<file path="src/rtl/wb_arbiter.sv">
`default_nettype none
// ============================================================================
// wb_arbiter : round-robin merge of ALU/LSU writeback onto one registered
//              register-file write port. Define WB_FWD_EN for RAW forwarding.
// Revision   : 1.0
// ============================================================================
module wb_arbiter #(
  parameter int XLEN  = 32,
  parameter int DEPTH = 5
) (
  input  logic             clk,
  input  logic             rst_n,
  input  logic             alu_valid,
  output logic             alu_ready,
  input  logic [DEPTH-1:0] alu_rd_addr,
  input  logic [XLEN-1:0]  alu_rd_data,
  input  logic             lsu_valid,
  output logic             lsu_ready,
  input  logic [DEPTH-1:0] lsu_rd_addr,
  input  logic [XLEN-1:0]  lsu_rd_data,
`ifdef WB_FWD_EN
  input  logic [DEPTH-1:0] rs1_addr,
  input  logic [DEPTH-1:0] rs2_addr,
  output logic             fwd_rs1_hit,
  output logic             fwd_rs2_hit,
  output logic [XLEN-1:0]  fwd_data,
`endif
  output logic             rd_we,
  output logic [DEPTH-1:0] rd_addr,
  output logic [XLEN-1:0]  rd_data
);

  typedef enum logic {
    GRANT_ALU = 1'b0,
    GRANT_LSU = 1'b1
  } grant_e;

  grant_e           last_grant_q, last_grant_d;
  logic             rd_we_q, rd_we_d;
  logic [DEPTH-1:0] rd_addr_q, rd_addr_d;
  logic [XLEN-1:0]  rd_data_q, rd_data_d;

  logic             grant_alu;
  logic             grant_lsu;
  logic             xfer;
  logic [DEPTH-1:0] sel_addr;
  logic [XLEN-1:0]  sel_data;

  always_comb begin
    // On a tie the channel that did not win last time is served.
    grant_alu = alu_valid && (!lsu_valid || (last_grant_q == GRANT_LSU));
    grant_lsu = lsu_valid && (!alu_valid || (last_grant_q == GRANT_ALU));
    alu_ready = rst_n && grant_alu;
    lsu_ready = rst_n && grant_lsu;
    xfer      = alu_ready || lsu_ready;
    sel_addr  = lsu_ready ? lsu_rd_addr : alu_rd_addr;
    sel_data  = lsu_ready ? lsu_rd_data : alu_rd_data;

    last_grant_d = last_grant_q;
    if (alu_ready) begin
      last_grant_d = GRANT_ALU;
    end else if (lsu_ready) begin
      last_grant_d = GRANT_LSU;
    end

    // x0 writes are accepted and latched but never issued.
    rd_we_d   = xfer && (sel_addr != '0);
    rd_addr_d = xfer ? sel_addr : rd_addr_q;
    rd_data_d = xfer ? sel_data : rd_data_q;
  end

  always_ff @(posedge clk) begin
    if (!rst_n) begin
      last_grant_q <= GRANT_ALU;
      rd_we_q      <= 1'b0;
      rd_addr_q    <= '0;
      rd_data_q    <= '0;
    end else begin
      last_grant_q <= last_grant_d;
      rd_we_q      <= rd_we_d;
      rd_addr_q    <= rd_addr_d;
      rd_data_q    <= rd_data_d;
    end
  end

  assign rd_we   = rd_we_q;
  assign rd_addr = rd_addr_q;
  assign rd_data = rd_data_q;

`ifdef WB_FWD_EN
  logic            fwd_rs1_hit_q, fwd_rs1_hit_d;
  logic            fwd_rs2_hit_q, fwd_rs2_hit_d;
  logic [XLEN-1:0] fwd_data_q, fwd_data_d;

  // Registered to line up with the register file's one-cycle read latency.
  always_comb begin
    fwd_rs1_hit_d = rd_we_q && (rd_addr_q != '0) && (rd_addr_q == rs1_addr);
    fwd_rs2_hit_d = rd_we_q && (rd_addr_q != '0) && (rd_addr_q == rs2_addr);
    fwd_data_d    = rd_data_q;
  end

  always_ff @(posedge clk) begin
    if (!rst_n) begin
      fwd_rs1_hit_q <= 1'b0;
      fwd_rs2_hit_q <= 1'b0;
      fwd_data_q    <= '0;
    end else begin
      fwd_rs1_hit_q <= fwd_rs1_hit_d;
      fwd_rs2_hit_q <= fwd_rs2_hit_d;
      fwd_data_q    <= fwd_data_d;
    end
  end

  assign fwd_rs1_hit = fwd_rs1_hit_q;
  assign fwd_rs2_hit = fwd_rs2_hit_q;
  assign fwd_data    = fwd_data_q;
`endif

endmodule
`default_nettype wire

</file>
<file path="config.mk">
export PLATFORM = sky130hd
export DESIGN_NAME = wb_arbiter
export DESIGN_NICKNAME = d
export VERILOG_FILES = /design/src/rtl/wb_arbiter.sv
export SDC_FILE = /design/constraint.sdc
export NUM_CORES = 1
export LEC_CHECK = 0
export ABC_CLOCK_PERIOD_IN_PS = 1430
export CORE_MARGIN = 2
export CORE_UTILIZATION = 36
export DETAILED_ROUTE_END_ITERATION = 8
export GPL_ROUTABILITY_DRIVEN = 0
export GPL_TIMING_DRIVEN = 0
export PLACE_DENSITY = 0.83
export RECOVER_POWER = 25
export REMOVE_ABC_BUFFERS = 1
export SYNTH_ARGS = -nofsm -noshare
export SYNTH_HDL_FRONTEND = slang
export SYNTH_SLANG_ARGS = --single-unit
</file>
<file path="constraint.sdc">
create_clock -name clk -period 1.43 [get_ports clk]
set_clock_uncertainty 0.1 [all_clocks]
set_input_delay 0.143 -clock clk [delete_from_list [all_inputs] [get_ports clk]]
set_output_delay 0.143 -clock clk [all_outputs]
set_load 0.03 [all_outputs]
</file>
==> metrics <==
WS Path Type=flop to output port; initial drt markers=112; CP max stage cell=dfxtp_2; largest net degree at the start of global routing=47; nets=416; Syn Inst Count=222; Pre-antenna DRT Iters=5; Final WS setup=-0.118 ns; Num Clock Sinks=39; via count=2,189; Critical Path RT=1.19 ns; max-cap viol count=0; status=finished with violations; crit-path max FO=4; initial core utilization=37.4%; Max Freq=646 MHz; antenna violations before repair=0; die area=0.00548 mm²; row count=25; failing checks=setup timing; layout cells sized above 1=13.9%; Cells after DPL=385; Crit path largest cell delay=0.34 ns; Num CTS Buffers=5; CP delay by family, top=buffers and inverters; sequential element share of the synthesized area=44.3%; PwrDens=885 mW/mm²; Worst Path Arrival=1.31 ns; final WL=6670 µm; die width=74.0 µm; Async S/R FF share, synth=0%; Buf/Inv on CP=2; Area contributors post-synth=dfxtp_1 (44%), o311ai_1 (18%), nand2_1 (16%); Via density=5.39; Die Span Y=74.0 µm; CTS max path bufs=2; later-pin clock latency in the skew report=0.29 ns; cells along the critical path=a21boi_4, clkbuf_16, and2_4, clkbuf_4; crit start category=flop; Slew @ Worst Pin=0.794 ns; Power Total=2920 µW; post-synth top area cell=dfxtp_1; top_reg_cell synth=dfxtp_1; Final Max Tran Viols=0; Final Hold Vio Count=0; final core utilization=69.9%; first-pass GRT wire length=9650 µm; Post-DRT Antenna Nets=0; DP Wirelength=3630 µm; P&R area growth vs syn=87.2%; wire length per cell=16.4 µm; H-tree levels=2; syn_area_per_cell=7.95 µm²; minimum clock period=1.55 ns; Yosys reg bits=39; most frequent cells in the layout=nand2_1 (74), clkdlybuf4s50_1 (74), dlygate4sd2_1 (38), dfxtp_1 (38), nand3_1 (37); # DRC=0; VDD IR-drop max=516 µV; total gr overflow=0; Tcrit/Tclk final=108%; diode count=0; Filler cells=404; Clock transition at path regs=0.08 ns; leak pwr=0.00133 µW; CTS tree=yes; Post-CTS Hold Fix Bufs=0; Hold Path Class=input pin to flop; slew margin rel.=46.8%; yosys warns=0; I/O Buffers=117; Core Area=0.00472 mm²; Unique masters post-synth=16; Worst setup EP type=output port; r2r setup slk=-0.07 ns; top-area cell type share of the netlist area=44.3%; Layout Cells excl Fill=406; final setup violation count=31; RSZ-0062 raised after global routing=true; number of global-route vias before repair=2,039; clk root buf=clkbuf_8; total track usage=23.1%; Ports=118; Post-Syn Area=0.00176 mm²; EDFF count, synth=0
[cell type report]
cell class	count	area (µm²)	area share, %
Timing Repair Buffer	127	1250	37.9
Clock inverter	3	15.0	0.455
Tap cell	67	83.8	2.54
Clock buffer	5	68.8	2.08
Sequential cell	39	782	23.7
Multi-Input combinational cell	165	1100	33.4
[power by group]
part	switching (µW)	internal, µW
clock	389	334
combinational	514	447
sequential	47.3	1190
total	950	1970
[sequential cells by signal, summed over array words and instances, names as in the netlist]
name          flops
rd_data          32
rd_we             1
rd_addr           5
last_grant_q      1
[timing repair]
item / in CTS / in global routing
gates resized for setup: 72 / 18
pin swaps: 7 / 3
endpoints found under the setup margin: 79 / 40
setup buffers: 7 / 0
gates cloned: 4 / 2
[per-stage QoR]
step	hold slack (ns)	cell area (µm²)	setup slack (ns)	TNS [ns]
floorplan	0.153	1660	-1.43	-50.65
global placement	0.340	2920	-4.14	-144.09
detailed placement	0.347	2970	-2.73	-87.78
CTS	0.226	3210	-0.180	-3.89
global route	0.167	3300	-0.160	-3.03
finish	0.148	3300	-0.118	-1.01
[routing by layer]
| metal | GRT usage [%] | wire, µm |
|---|---|---|
| met5 | 0 | 0 |
| met4 | 8.69 | 44 |
| met3 | 6.37 | 659 |
| met2 | 40.1 | 3250 |
| met1 | 27.2 | 2710 |
[worst reg2reg max path, delay by kind of cell, from the launching register on]
family,cells,cell delay (ns)
buf+inv,3,0.45
compound gates,2,0.33
simple gates,1,0.18
flops,1,0.35
[logic make-up (layout without fill, tap and decap cells)]
family | count (synthesis) | after routing | synth area share [%]
AOI/OAI and AO/OA | 42 | 42 | 20.6
buffers and inverters | 23 | 135 | 5.89
DFF | 39 | 39 | 44.3
and+or+nand+nor | 118 | 123 | 29.3
[synth_stat cells, types with 2 or more instances]
master	n
o311ai_1	37
clkbuf_1	8
or4_1	2
a211oi_1	2
nor2_1	2
buf_2	14
nand3_1	37
nand2_1	74
dfxtp_1	39
[worst paths after layout]
check                                  from                  endpoint  cells after the start
hold reg to reg    rd_data[22]$_SDFFE_PN0P_  rd_data[22]$_SDFFE_PN0P_                      2
hold / removal                        rst_n  rd_data[13]$_SDFFE_PN0P_                      3
setup reg to reg  last_grant_q$_SDFFE_PP0N_  rd_data[12]$_SDFFE_PN0P_                      6
setup / recovery  last_grant_q$_SDFFE_PP0N_                 lsu_ready                      4
Note: power is estimated with default switching activity, not from simulation.
